--- config.mk ---
export PLATFORM = sky130hd
export DESIGN_NAME = code_input_ctrl
export DESIGN_NICKNAME = d
export VERILOG_FILES = /design/src/rtl/code_lock_pkg.sv /design/src/rtl/code_input_ctrl_debounce.sv /design/src/rtl/code_input_ctrl.sv
export SDC_FILE = /design/constraint.sdc
export NUM_CORES = 1
export LEC_CHECK = 0
export ABC_AREA = 1
export BUFFER_PORTS_ARGS = -buffer_cell sky130_fd_sc_hd__buf_2
export CELL_PAD_IN_SITES_DETAIL_PLACEMENT = 0
export CELL_PAD_IN_SITES_GLOBAL_PLACEMENT = 1
export CORE_UTILIZATION = 25
export DETAILED_ROUTE_END_ITERATION = 7
export PLACE_DENSITY_LB_ADDON = 0.1
export SETUP_SLACK_MARGIN = 0.4
export SYNTH_ARGS = -nofsm -noshare
export SYNTH_HDL_FRONTEND = slang
export SYNTH_SLANG_ARGS = --single-unit
--- constraint.sdc ---
create_clock -name clk -period 1.9 [get_ports clk]
set_input_delay 0 -clock clk [delete_from_list [all_inputs] [get_ports clk]]
set_output_delay 0 -clock clk [all_outputs]
set_load 0.01 [all_outputs]
--- src/rtl/code_lock_pkg.sv ---
// code_lock_pkg: constants and FSM state encodings shared by the code lock blocks
package code_lock_pkg;
  localparam int DEBOUNCE_CYCLES = 16;
  localparam int TIMEOUT_CYCLES = 1000;
  localparam int MAX_TRIES = 3;
  localparam int LOCK_CYCLES = 200;
  typedef enum logic [2:0] {
    S_IDLE = 3'd0,
    S_D1   = 3'd1,
    S_D2   = 3'd2,
    S_R1   = 3'd3,
    S_OPEN = 3'd4,
    S_FAIL = 3'd5,
    S_LOCK = 3'd6
  } lock_state_e;
endpackage

--- src/rtl/code_input_ctrl_debounce.sv ---
// button_debounce: two-flop synchronizer, debounce filter and press pulse for one button
//   clk, reset (async active-low), btn_i raw level, press_o high the cycle after the accepted level rises
module button_debounce import code_lock_pkg::*; #(
  parameter int CYCLES = DEBOUNCE_CYCLES
) (
  input  logic clk,
  input  logic reset,
  input  logic btn_i,
  output logic press_o
);
  localparam int W = $clog2(CYCLES + 1);
  logic [1:0] sync_q;
  logic [W-1:0] cnt_q, cnt_d;
  logic acc_q, acc_d, prev_q, hit;
  // the CYCLES-th consecutive mismatching sample flips the level instead of storing CYCLES
  always_comb begin
    hit = (sync_q[1] != acc_q) && (cnt_q == W'(CYCLES - 1));
    cnt_d = (sync_q[1] == acc_q || hit) ? '0 : cnt_q + 1'b1;
    acc_d = hit ? ~acc_q : acc_q;
  end
  always_ff @(posedge clk or negedge reset)
    if (!reset) begin
      sync_q <= '0;
      cnt_q <= '0;
      acc_q <= 1'b0;
      prev_q <= 1'b0;
    end else begin
      sync_q <= {sync_q[0], btn_i};
      cnt_q <= cnt_d;
      acc_q <= acc_d;
      prev_q <= acc_q;
    end
  assign press_o = acc_q & ~prev_q;
endmodule

--- src/rtl/code_input_ctrl.sv ---
// code_input_ctrl: button front end, inactivity timer and failed-attempt lockout for the code lock
//   clk, reset (async active-low); btn_d/btn_r raw buttons; en/encnt from the lock FSM
//   Din/Rin/nDin/nRin/anyIN one-cycle press events; timeOut pulse; cntOut lockout level
module code_input_ctrl import code_lock_pkg::*; #(
  parameter int DEBOUNCE_CYCLES = code_lock_pkg::DEBOUNCE_CYCLES,
  parameter int TIMEOUT_CYCLES = code_lock_pkg::TIMEOUT_CYCLES,
  parameter int MAX_TRIES = code_lock_pkg::MAX_TRIES,
  parameter int LOCK_CYCLES = code_lock_pkg::LOCK_CYCLES
) (
  input  logic clk,
  input  logic reset,
  input  logic btn_d,
  input  logic btn_r,
  input  logic en,
  input  logic encnt,
  output logic Din,
  output logic Rin,
  output logic nDin,
  output logic nRin,
  output logic anyIN,
  output logic timeOut,
  output logic cntOut
);
  localparam int IW = $clog2(TIMEOUT_CYCLES + 1);
  localparam int TW = $clog2(MAX_TRIES + 1);
  localparam int LW = $clog2(LOCK_CYCLES + 1);
  logic d_ev, r_ev, ev, idle_hit, enc_rise, lock_end;
  logic [4:0] ev_q, ev_d;
  logic [IW-1:0] idle_q, idle_d;
  logic [TW-1:0] try_q, try_d;
  logic [LW-1:0] lock_q, lock_d;
  logic to_q, to_d, enc_q, cnt_q, cnt_d;
  button_debounce #(.CYCLES(DEBOUNCE_CYCLES)) u_db_d (.clk(clk), .reset(reset), .btn_i(btn_d), .press_o(d_ev));
  button_debounce #(.CYCLES(DEBOUNCE_CYCLES)) u_db_r (.clk(clk), .reset(reset), .btn_i(btn_r), .press_o(r_ev));
  // ev_q packs {Din, Rin, nDin, nRin, anyIN}; a joint press counts as neither D nor R
  always_comb begin
    ev = d_ev | r_ev;
    ev_d = {d_ev & ~r_ev, r_ev & ~d_ev, r_ev, d_ev, ev};
    idle_hit = idle_q == IW'(TIMEOUT_CYCLES - 1);
    to_d = en & ~ev & ~cnt_q & idle_hit;
    idle_d = (!en || ev || cnt_q || idle_hit) ? '0 : idle_q + 1'b1;
    enc_rise = encnt & ~enc_q;
    lock_end = cnt_q && (lock_q == LW'(LOCK_CYCLES - 1));
    lock_d = (cnt_q && !lock_end) ? lock_q + 1'b1 : '0;
    cnt_d = cnt_q ? !lock_end : (try_q == TW'(MAX_TRIES));
    try_d = lock_end ? '0 : (enc_rise && !cnt_q && try_q != TW'(MAX_TRIES)) ? try_q + 1'b1 : try_q;
  end
  always_ff @(posedge clk or negedge reset)
    if (!reset) begin
      ev_q <= '0;
      idle_q <= '0;
      to_q <= 1'b0;
      enc_q <= 1'b0;
      try_q <= '0;
      lock_q <= '0;
      cnt_q <= 1'b0;
    end else begin
      ev_q <= ev_d;
      idle_q <= idle_d;
      to_q <= to_d;
      enc_q <= encnt;
      try_q <= try_d;
      lock_q <= lock_d;
      cnt_q <= cnt_d;
    end
  assign {Din, Rin, nDin, nRin, anyIN} = ev_q;
  assign timeOut = to_q;
  assign cntOut = cnt_q;
endmodule

==> flow_summary.yaml <==
routing:
  vias: 1334
  finalWirelength_microns: 3470
  firstDrtPassIters: 4
  drt.antenna.violating_nets: 0
  dr.first_iter.drc_count: 39
  wire_per_inst_microns: 10.3
  drc_errors: 0
  via_per_inst: 3.97
floorplan:
  chipWidth_microns: 90.3
  dieArea_sq_mm: 0.00815
  fp.dieH_microns: 90.3
  ios: 13
  initial_utilization_pct: 26.3
  num_rows: 31
  core_sq_mm: 0.00741
placement:
  dp_hpwl_microns: 2520
  portBuffers: 12
  gp_congestion: 0.671
  placed_cells: 323
  placed_area_sq_mm: 0.00215
flow_run:
  drv_cap: 0
clock_network:
  cts_inserted_buffers: 5
  cts_post_setup_buffers_inserted: 0
  cts_tree: "yes"
  cts-root-buf: "clkbuf_8"
  cts_max_level: 2
  clk_path_buf_depth: 2
  clkSinkCount: 46
  clk_latency_ps: 300
  clkSlewWorstSetupHoldPaths_ps: 100
cells_and_area:
  area_growth_pct: 19.5
  drive_gt1_share_pct: 15.2
  stdcell_count: 336
  layout.nets: 249
  diodes: 0
  stdcell_area_sq_mm: 0.00233
  mostFrequentLayoutCells: "dfrtp_1 (46), nor2_1 (42), nand2_1 (40)"
  final_common_cell: "dfrtp_1"
sta:
  finClkSkew_ps: 11.1
  holdWs_ps: 84.2
  relSlewSlack_pct: 80.6
  max_freq_ghz: 0.696
  slew_violations: 0
  setup_viol: 0
  timing.setup.tns_ps: 0
  fin_crit_sh_pct: 75.6
  worstMarginPinSlew_ps: 291
  post-route-min-period_ps: 1440
  rsz0062_at_grt: "yes"
  final_hold_viol_count: 0
worst_setup_path:
  rr_endpoint: "u_db_d.cnt_q[2]"
  r2r_slack_ps: 460
  cp-start-kind: "register"
  cp_common_cell: "ha_1"
  crit_slowest_cell: "dfrtp_1"
  slowest_delay_ps: 410
  path_cells: "ha_1 -> nand2_1 -> nor2_1 -> ha_1 -> a21oi_1 -> o21ai_2 -> nor3b_2"
  cp.required_ps: 2140
  end_kind: "register"
  r2r-start: "u_db_d.cnt_q[0]"
  crit_fanout: 5
  crit_type: "register to register"
  worstPathArrival_ps: 1670
  ff2ff_path_depth: 7
grt:
  track_usage_pct: 9.77
  grt_max_degree: 24
  use_met2_pct: 15.7
  grt.busiest_layer: "met2"
  gr-total-overflow: 0
  use_met1_pct: 12.4
  antenna_found_initial: 0
  first_global_vias: 1383
  grt_pass1_wl_microns: 6250
  grt.met3_usage_pct: 2.61
power_and_ir_drop:
  power_density_mw_per_mm2: 925
  leakage_uw: 0.00114
  finalPower_uw: 2150
  peakVddDrop_v: 0.000301
synthesis:
  yosysSeqAreaShare_pct: 59.1
  synth_cells: 210
  yosys.cell_types.count: 19
  yosysWarnings: 0
  postSynthAreaPerCell_sq_um: 9.28
  ys_ff_latch: 46
  synth_fp_nets: 223
  synth_area_sq_mm: 0.00195
hold_path:
  hold_class: "input pin to asynchronous set/reset pin"
outcome:
  status: "complete, no violations"
==> through the flow <==
| stage | setup slack (ps) | util (%) |
|---|---|---|
| after detailed placement | 324 | 29.0 |
| after global placement | 352 | 29.0 |
| after floorplan | 498 | - |
| after CTS | 395 | 30.9 |
| after global routing | 378 | 31.4 |
| final | 463 | 31.4 |
==> final cells by class <==
| type | count | area [sq um] |
|---|---|---|
| Timing Repair Buffer | 19 | 125 |
| Clock inverter | 3 | 23.8 |
| Clock buffer | 5 | 68.8 |
| Inverter | 32 | 121 |
| Sequential cell | 46 | 1150 |
| Multi-Input combinational cell | 132 | 714 |
| Fill cell | 785 | 5080 |
| Tap cell | 99 | 124 |
==> flip-flops by register name (all words and copies together) (netlist names) <==
register       cells
u_db_r.cnt_q       5
u_db_r.prev_q      1
u_db_r.acc_q       1
u_db_r.sync_q      2
ev_q               5
u_db_d.cnt_q       5
try_q              2
enc_q              1
idle_q            10
u_db_d.sync_q      2
u_db_d.prev_q      1
u_db_d.acc_q       1
timeOut            1
lock_q             8
cntOut             1
==> layer usage <==
layer	vias to the layer above	part of all wire (%)
met2	12	46
li1	699	-
met1	619	50
met4	0	1.4
met5	-	0
met3	4	3.0
==> critical path, delay by kind of cell (launching register included) <==
kind,cells,cell delay (ps)
flops,1,410
fa+ha+maj,2,410
compound gates,2,260
simple gates,3,290
==> worst max path at each step <==
stage | startpoint | endpoint | slack (ps) | cells after the start
floorplan | u_db_r.cnt_q[0] | u_db_r.cnt_q[2] | 500 | 7
global placement | u_db_r.cnt_q[0] | u_db_r.cnt_q[2] | 350 | 7
detailed placement | u_db_d.cnt_q[0] | u_db_d.cnt_q[2] | 320 | 7
CTS | u_db_d.cnt_q[0] | u_db_d.cnt_q[2] | 390 | 7
global route | u_db_d.cnt_q[0] | u_db_d.cnt_q[2] | 380 | 7
finish | u_db_d.cnt_q[0] | u_db_d.cnt_q[2] | 460 | 7
==> power breakdown <==
part | total [uW] | switching, uW | internal (uW)
registers | 1200 | 103 | 1100
clock network | 617 | 353 | 263
logic | 337 | 194 | 144
total | 2150 | 650 | 1500
==> cells by family after synthesis <==
family / Yosys count / synth area share [%]
simple gates: 107 / 23.3
flops: 46 / 59.1
buf+inv: 32 / 6.23
mux: 2 / 1.16
compound gates: 9 / 2.57
xor+xnor: 7 / 3.15
fa+ha+maj: 7 / 4.50
==> cells in the mapped netlist, drive strengths merged <==
cell type / n / area share, %
a21oi: 2 / 0.51
clkinv: 1 / 0.26
dfrtp: 46 / 59
ha: 7 / 4.5
inv: 31 / 6.0
mux2: 2 / 1.2
nand2: 42 / 8.3
nand3: 11 / 2.8
nand4: 6 / 1.9
nor2: 43 / 8.7
nor3: 3 / 0.77
nor3b: 2 / 0.77
o21ai: 5 / 1.3
o21bai: 2 / 0.77
xnor2: 1 / 0.45
xor2: 6 / 2.7
==> timing repair <==
| action | in CTS | in global routing |
|---|---|---|
| resized for setup | 2 | 9 |
| hold buffers | 5 | 0 |
| cloned | 0 | 0 |
| hold endpoints to repair | 50 | 0 |
| setup endpoints to repair | 2 | 9 |
| pin swaps | 0 | 1 |
No activity file was read; power rests on OpenSTA's default activity.
